**config.mk**
```make
export PLATFORM = sky130hd
export DESIGN_NAME = fitbit_step_stats
export DESIGN_NICKNAME = d
export VERILOG_FILES = /design/src/rtl/fitbit_step_stats.sv
export SDC_FILE = /design/constraint.sdc
export NUM_CORES = 1
export LEC_CHECK = 0
export BUFFER_PORTS_ARGS = -buffer_cell sky130_fd_sc_hd__buf_4
export CAP_MARGIN = 10
export CORE_UTILIZATION = 50
export CTS_CLUSTER_DIAMETER = 40
export DETAILED_ROUTE_END_ITERATION = 8
export PLACE_DENSITY_LB_ADDON = 0.12
export SLEW_MARGIN = 20
export SYNTH_ARGS = -nofsm -noshare
export SYNTH_HDL_FRONTEND = slang
export SYNTH_SLANG_ARGS = --single-unit
```
**constraint.sdc**
```tcl
create_clock -name otherclk -period 2.28 [get_ports otherclk]
set_clock_uncertainty 0.2 [all_clocks]
set_input_delay 0.228 -clock otherclk [delete_from_list [all_inputs] [get_ports otherclk]]
set_output_delay 0.228 -clock otherclk [all_outputs]
set_load 0.005 [all_outputs]
```
**src/rtl/fitbit_step_stats.sv**
```systemverilog
// Activity statistics: step totals, per-second rate, active/elapsed seconds
// and a rotating display selection, all derived from synchronized edges.
module fitbit_step_stats #(
    parameter int unsigned TOTAL_MAX   = 9999,
    parameter int unsigned RATE_THRESH = 2,
    parameter int unsigned DISP_SECS   = 2
) (
    input  logic        otherclk,
    input  logic        rst_n,
    input  logic        slowclk,
    input  logic        pulse,
    output logic [13:0] total_steps,
    output logic [7:0]  sec_steps,
    output logic [13:0] active_secs,
    output logic [13:0] elapsed_secs,
    output logic        over_flag,
    output logic [1:0]  disp_sel,
    output logic [13:0] disp_value
);

    localparam logic [13:0] TMAX  = 14'(TOTAL_MAX);
    localparam logic [7:0]  DLAST = 8'(DISP_SECS - 1);

    logic [1:0] s_sync;
    logic [1:0] p_sync;
    logic       s_edge;
    logic       p_edge;
    logic       tick;
    logic       step;
    logic [7:0] cur_cnt;
    logic [7:0] cur_eff;
    logic [7:0] disp_cnt;

    always_ff @(posedge otherclk or negedge rst_n) begin
        if (!rst_n) begin
            s_sync <= '0;
            p_sync <= '0;
            s_edge <= 1'b0;
            p_edge <= 1'b0;
        end else begin
            s_sync <= {s_sync[0], slowclk};
            p_sync <= {p_sync[0], pulse};
            s_edge <= s_sync[1];
            p_edge <= p_sync[1];
        end
    end

    assign tick = s_sync[1] & ~s_edge;
    assign step = p_sync[1] & ~p_edge;

    // A step coinciding with a tick belongs to the second being closed.
    assign cur_eff = (step && cur_cnt != 8'hFF) ? cur_cnt + 8'd1 : cur_cnt;

    always_ff @(posedge otherclk or negedge rst_n) begin
        if (!rst_n) begin
            total_steps <= '0;
        end else if (step && total_steps != TMAX) begin
            total_steps <= total_steps + 14'd1;
        end
    end

    always_ff @(posedge otherclk or negedge rst_n) begin
        if (!rst_n) begin
            cur_cnt      <= '0;
            sec_steps    <= '0;
            active_secs  <= '0;
            elapsed_secs <= '0;
        end else if (tick) begin
            cur_cnt   <= '0;
            sec_steps <= cur_eff;
            if (32'(cur_eff) >= RATE_THRESH && active_secs != TMAX) begin
                active_secs <= active_secs + 14'd1;
            end
            if (elapsed_secs != TMAX) begin
                elapsed_secs <= elapsed_secs + 14'd1;
            end
        end else begin
            cur_cnt <= cur_eff;
        end
    end

    always_ff @(posedge otherclk or negedge rst_n) begin
        if (!rst_n) begin
            disp_cnt <= '0;
            disp_sel <= '0;
        end else if (tick) begin
            if (disp_cnt == DLAST) begin
                disp_cnt <= '0;
                disp_sel <= disp_sel + 2'd1;
            end else begin
                disp_cnt <= disp_cnt + 8'd1;
            end
        end
    end

    assign over_flag = (total_steps == TMAX);

    always_comb begin
        disp_value = '0;
        unique case (disp_sel)
            2'd0: disp_value = total_steps;
            2'd1: disp_value = {6'd0, sec_steps};
            2'd2: disp_value = active_secs;
            2'd3: disp_value = elapsed_secs;
        endcase
    end

endmodule

```
After elaboration in Yosys (flattened, before gate mapping). Index checks and enable logic that the tools add are counted. Widths: inputs -> output; s select.

Flip-flop bits (word level): 74. Word-level logic and storage cells: 42. Output and inout port bits: 67.

Reductions and logical operators: 7. Eq/ne operators: 9. Bitwise gates (word level): 4. $lt $le $gt $ge: 1. Multiplexer cells: 4. Add/subtract/negate cells: 6.

Operators by type and width (number): $pmux 14 s4 (1); $add 14x1->14 const B (3); $ne 14x14->1 const B (3); $mux 8 (3); $add 8x1->8 const B (2); $eq 14x14->1 const B (1); $eq 8x1->1 const B (1); $ge 8x2->1 const B (1); $ne 8x8->1 const B (1); $reduce_and 2->1 (3); $eq 2x2->1 const B (2); $logic_and 1x1->1 (3); $add 2x1->2 const B (1); $and 1x1->1 (2); $eq 2x1->1 const B (1); $logic_not 2->1 (1); $not 1->1 (2).

Logic depth before layout (Yosys ltp).
Word-level depth: 7. Depth in mapped cells: 9.

Worst setup path after synthesis. No wires, ideal clock.

Kind: reg2reg. Start: register cur_cnt[2]. End: register active_secs[1]. Path slack: -140 ps. Buffers on the path: 1. Period minus slack after synthesis: 2420 ps. Data arrival time: 2095 ps. Cell stages (with the launch flop): 8. Setup time: 125 ps. Path through: dfrtp_1 -> clkbuf_2 -> nand4b_1 -> or4_4 -> mux2_4 -> a2111oi_4 -> or2_4 -> mux2_4.

Longest elaborated chain between the ends: 6. Elaborated cells on any way between the ends: 7. Classes of those cells: add/sub (1); order compare (1); eq/ne (1); mux (1); reduce/logical (3).

RTL lines: from (decl) (RTL line 30) `logic [7:0] cur_cnt;`; from (signal assigned) (RTL line 78) `cur_cnt <= cur_eff;`; branches (longest 2 deep; another with $add 8x1->8); $mux 8 * (RTL line 52) `assign cur_eff = (step && cur_cnt != 8'hFF) ? cur_cnt + 8'd1 : cur_cnt;`; $ge 8x2->1 * (RTL line 71) `if (32'(cur_eff) >= RATE_THRESH && active_secs != TMAX) begin`; $logic_and 1x1->1 * (RTL line 71); $reduce_and 2->1 (no source line) *; to (signal assigned) (RTL line 72) `active_secs <= active_secs + 14'd1;`; to (decl) (RTL line 14) `output logic [13:0] active_secs,`.

Mark *: on every way between the ends. A chain may end at the register's enable or synchronous reset.

Worst setup path in the final report.
Start: register p_edge. End: register active_secs[1].

Longest elaborated chain between the ends: 7.

RTL lines: from (decl) (RTL line 27) `logic p_edge;`; from (signal assigned) (RTL line 44) `p_edge <= p_sync[1];`; $not 1->1 (RTL line 49) `assign step = p_sync[1] & ~p_edge;`; $and 1x1->1 (RTL line 49); $logic_and 1x1->1 (RTL line 52); $mux 8 (RTL line 52); $ge 8x2->1 (RTL line 71); $logic_and 1x1->1 (RTL line 71); $reduce_and 2->1 (no source line).

No other way between the ends.

==> out/results.env <==
REMAINING_OVERFLOW_GRT=0
CRITICAL_PATH.MAX_STAGE_DELAY_PS=450
PLACEMENT.SETUP.WORST_SLACK_PS=-237
GRT_SETUP_UNREPAIRED='yes'
TIMING.FMAX_MHz=407
DRT_WL_TOTAL_UM=9700
POWER.LEAKAGE_nW=2.51
DRC_ERRORS=0
GR-USAGE-ALL-LAYERS=0.254
WL_PER_CELL_UM=16.6
TIMING_MAX_TRANSITION_VIOLATIONS_FINAL=0
CTS.ROOT.BUFFER_CELL='sky130_fd_sc_hd__clkbuf_8'
DP_HPWL_UM=7000
POST-ROUTE-PERIOD-UTIL=1.08
SYNTH_SEQ_CELLS=74
CTS.CLK_SLEW.WORST_PATHS_PS=80
SYNTHESIS.AREA_UM2=3770
NETLIST-CELL-TYPE-COUNT=43
GRT_ANTENNA_BEFORE_REPAIR=0
WORST-ENDPOINT-ARRIVAL_PS=2490
WORST_SKEW_PAIR.LATE_LATENCY_PS=340
DIE_AR_UM2=7880
SYN2LAYOUT_AREA_GROWTH_PCT=36.8
CRITICAL_PATH.MOST_COMMON_CELL='sky130_fd_sc_hd__mux2_4'
FINALCRITICALPERIOD_PS=2460
CRITICAL_PATH.ENDPOINT_TYPE='register'
SETUP_TOTAL_NEGATIVE_SLACK_PS=-1920
INITIAL_UTILIZATION=0.519
SYNTH-SEQ-AREA-SHARE=0.492
TRITONCTS='built'
PORT_BUFFER_CELLS=70
DIE_HEIGHT_UM=88.8
VIOLATIONS='negative setup slack'
DRTANTENNAVIOLNETS=0
CAP_VIOL_MAX_COUNT=0
FILLERINSTANCES=541
SYNTH_ENABLE_FLOP_CELLS=0
POSTSYNTH.ASYNCRESETSHARE=1.00
SLEW_HEADROOM=0.668
HOLD_VIOL=0
DRTPASS1ITERATIONS=4
POSTSYNTHNETCOUNT=379
VIAS_PER_CELL=5.50
SETUP_VIOL=15
WORSTPATHCELLLIST='nand4b_1 > or4_4 > mux2_4 > a2111oi_4 > or2_4 > mux2_4'
CTS_MAX_LEVEL=3
VIAS=3220
SYNTHESIS.AREA_PER_INSTANCE_UM2=10.3
POWER_DENSITY_nW_PER_UM2=892
CORE_OUTLINE_AREA_UM2=7250
INSERTEDDIODECOUNT=0
CRITICAL_PATH_PEAK_FANOUT=3
CRITPATHLAUNCHTYPE='register'
FIRST_GLOBAL_VIAS=3033
PIN_COUNT=71
CLOCKBUFFERDEPTH=2
NET_COUNT_FINAL=495
YS_WARN_COUNT=0
WORSTHOLDPATHTYPE='input port to async pin'
SETUP_WS_PS=-177
PLACE_CONGESTION=0.901
TIGHTESTPINTRANSITION_PS=497
DIE_WIDTH_UM=88.8
FIRST_ITER_VIOLATIONS=130
IRDROPWORSTVDD_V=0.000516
MOST_AREA_CONSUMING_CELLS_AFTER_SYNTHESIS='sky130_fd_sc_hd__dfrtp_1 49%, sky130_fd_sc_hd__xnor2_1 5.6%, sky130_fd_sc_hd__xor2_1 5.1%, sky130_fd_sc_hd__nand2_1 4.1%, sky130_fd_sc_hd__mux2i_1 3.5%'
TRITONCTS.NUM_BUFFERS=9
TIMING.CRITICAL_PATH.REQUIRED_PS=2310
CRITPATHSLOWESTCELL='sky130_fd_sc_hd__or4_4'
PATH_CLASS='register to register'
YS_DOMINANT_REG_CELL='sky130_fd_sc_hd__dfrtp_1'
LAYOUT.AREA.SEQ_UM2=1850
SYN_INST=365
POST_ROUTE_CELLS_DRIVE_ABOVE_1_SHARE=0.344
SYNTHDOMINANTAREACELLTYPE='sky130_fd_sc_hd__dfrtp_1'
SYNTH_TOP_AREA_SHARE=0.492
FINAL_UTIL=0.710
FINAL_DESIGN_INSTANCE_AREA_WITHOUT_FILL_UM2=5150
RESULT_OF_THE_RUN='finished, violations left'
TOTAL_NUMBER_OF_PLACEMENT_ROWS=31
MULTIINPUTGATEAREA_UM2=1950
CLOCK_SINKS=74
GRT_START_MAX_NET_PINS=36
PLACED_AREA_UM2=4650
GRT_PASS1_WL_UM=14900
## metrics by stage
step           instances  hold slack, ps  power [mW]
3_5_place_dp         553           -1.80        3.16
2_1_floorplan        365            -268        2.50
6_report             585             151        4.60
4_1_cts              578             152        4.49
5_1_grt              585             179        4.86
3_3_place_gp         553           -5.41        3.12
## cell usage in the layout (no fill, tap or decap), types with 4 or more instances in the layout
cell | Yosys | layout
sky130_fd_sc_hd__ha_1 | 10 | 6
sky130_fd_sc_hd__nand2_1 | 41 | 41
sky130_fd_sc_hd__a22oi_1 | 6 | 6
sky130_fd_sc_hd__inv_1 | 18 | 16
sky130_fd_sc_hd__mux2i_1 | 13 | 13
sky130_fd_sc_hd__buf_4 | 0 | 111
sky130_fd_sc_hd__nand4_1 | 13 | 13
sky130_fd_sc_hd__clkbuf_8 | 0 | 12
sky130_fd_sc_hd__nand3_1 | 13 | 13
sky130_fd_sc_hd__buf_6 | 1 | 5
sky130_fd_sc_hd__xor2_1 | 22 | 22
sky130_fd_sc_hd__nor4b_1 | 4 | 4
sky130_fd_sc_hd__a222oi_1 | 8 | 8
sky130_fd_sc_hd__nor2_1 | 25 | 21
sky130_fd_sc_hd__dfrtp_1 | 74 | 72
sky130_fd_sc_hd__o21ai_0 | 16 | 16
sky130_fd_sc_hd__nor3_1 | 15 | 10
sky130_fd_sc_hd__and3_1 | 7 | 7
sky130_fd_sc_hd__a21o_1 | 4 | 4
sky130_fd_sc_hd__xnor2_1 | 24 | 24
sky130_fd_sc_hd__nor2_4 | 0 | 4
## registers in the layout (all words and copies together), names as in the netlist
name / count
p_edge: 1
sec_steps: 8
total_steps: 14
active_secs: 14
s_sync: 2
s_edge: 1
p_sync: 2
cur_cnt: 8
elapsed_secs: 14
disp_sel: 2
disp_cnt: 8
## synth_stat cells (2+ instances only)
library cell               count
sky130_fd_sc_hd__nand4_1      13
sky130_fd_sc_hd__a41oi_1       2
sky130_fd_sc_hd__ha_1         10
sky130_fd_sc_hd__nor3b_1       2
sky130_fd_sc_hd__mux2_4        2
sky130_fd_sc_hd__nand4b_1      2
sky130_fd_sc_hd__nor4_1        3
sky130_fd_sc_hd__xnor2_1      24
sky130_fd_sc_hd__a21o_1        4
sky130_fd_sc_hd__nor2_1       25
sky130_fd_sc_hd__mux2_2        3
sky130_fd_sc_hd__a22oi_1       6
sky130_fd_sc_hd__a31oi_1       2
sky130_fd_sc_hd__nand2b_1      2
sky130_fd_sc_hd__clkbuf_1     12
sky130_fd_sc_hd__nand2_1      41
sky130_fd_sc_hd__mux2i_1      13
sky130_fd_sc_hd__and4b_1       2
sky130_fd_sc_hd__xor2_1       22
sky130_fd_sc_hd__inv_1        18
sky130_fd_sc_hd__o21ai_0      16
sky130_fd_sc_hd__nor2b_1       3
sky130_fd_sc_hd__nor4b_1       4
sky130_fd_sc_hd__nor3_1       15
sky130_fd_sc_hd__and4_1        3
sky130_fd_sc_hd__a222oi_1      8
sky130_fd_sc_hd__nand3_1      13
sky130_fd_sc_hd__and3_1        7
sky130_fd_sc_hd__dfrtp_1      74
## layout make-up
class	instances	share of cell area
clock buffers	12	0.0321
clock inverters	4	0.0141
inverters	18	0.0131
multi-input cells	259	0.378
flip-flops and latches	74	0.360
well taps	99	0.0240
repair buffers	119	0.178
## critical path, delay by kind of cell (launching register included)
family           cells  cell delay (ps)
AO/OA/AOI/OAI        1              300
flip-flops           1              380
multiplexers         2              610
AND/OR/NAND/NOR      3              850
## routing by layer
layer	vias up	share of wire	track usage
met4	0	0.021	0.110
met5	-	0	0
li1	1524	-	-
met2	88	0.50	0.430
met1	1590	0.44	0.327
met3	18	0.037	0.0336
## where the power goes
group / switching [mW] / internal, mW / leakage, nW
Sequential: 0.259 / 1.52 / 0.981
Combinational: 0.766 / 0.862 / 1.41
Clock: 0.488 / 0.704 / 0.119
Total: 1.51 / 3.08 / 2.51
## cell families after synthesis
group / after synthesis / share of synthesized area
AO/OA/AOI/OAI: 44 / 0.0887
XOR/XNOR: 46 / 0.107
adder cells (fa/ha/maj): 10 / 0.0332
buffers and inverters: 32 / 0.0342
flip-flops: 74 / 0.492
multiplexers: 18 / 0.0515
AND/OR/NAND/NOR: 141 / 0.194
## timing repair
action | CTS | global route
gates cloned | 1 | 0
buffers inserted | 5 | 8
setup endpoints to repair | 28 | 20
hold buffers | 3 | 0
pin swaps | 4 | 11
gates resized for setup | 18 | 18
hold endpoints to repair | 38 | 0
## worst paths after layout
kind	endpoint	start	depth (start not counted)	slack, ps
max in group asynchronous	elapsed_secs[2]	rst_n	3	1110
worst min register to register	s_sync[1]	s_sync[0]	0	150
worst max register to register	active_secs[1]	p_edge	6	-180
worst min-delay path	elapsed_secs[10]	rst_n	2	150
worst max-delay path	active_secs[1]	p_edge	6	-180
min in group otherclk	s_sync[1]	s_sync[0]	0	150
(Power assumes the default switching activity.)
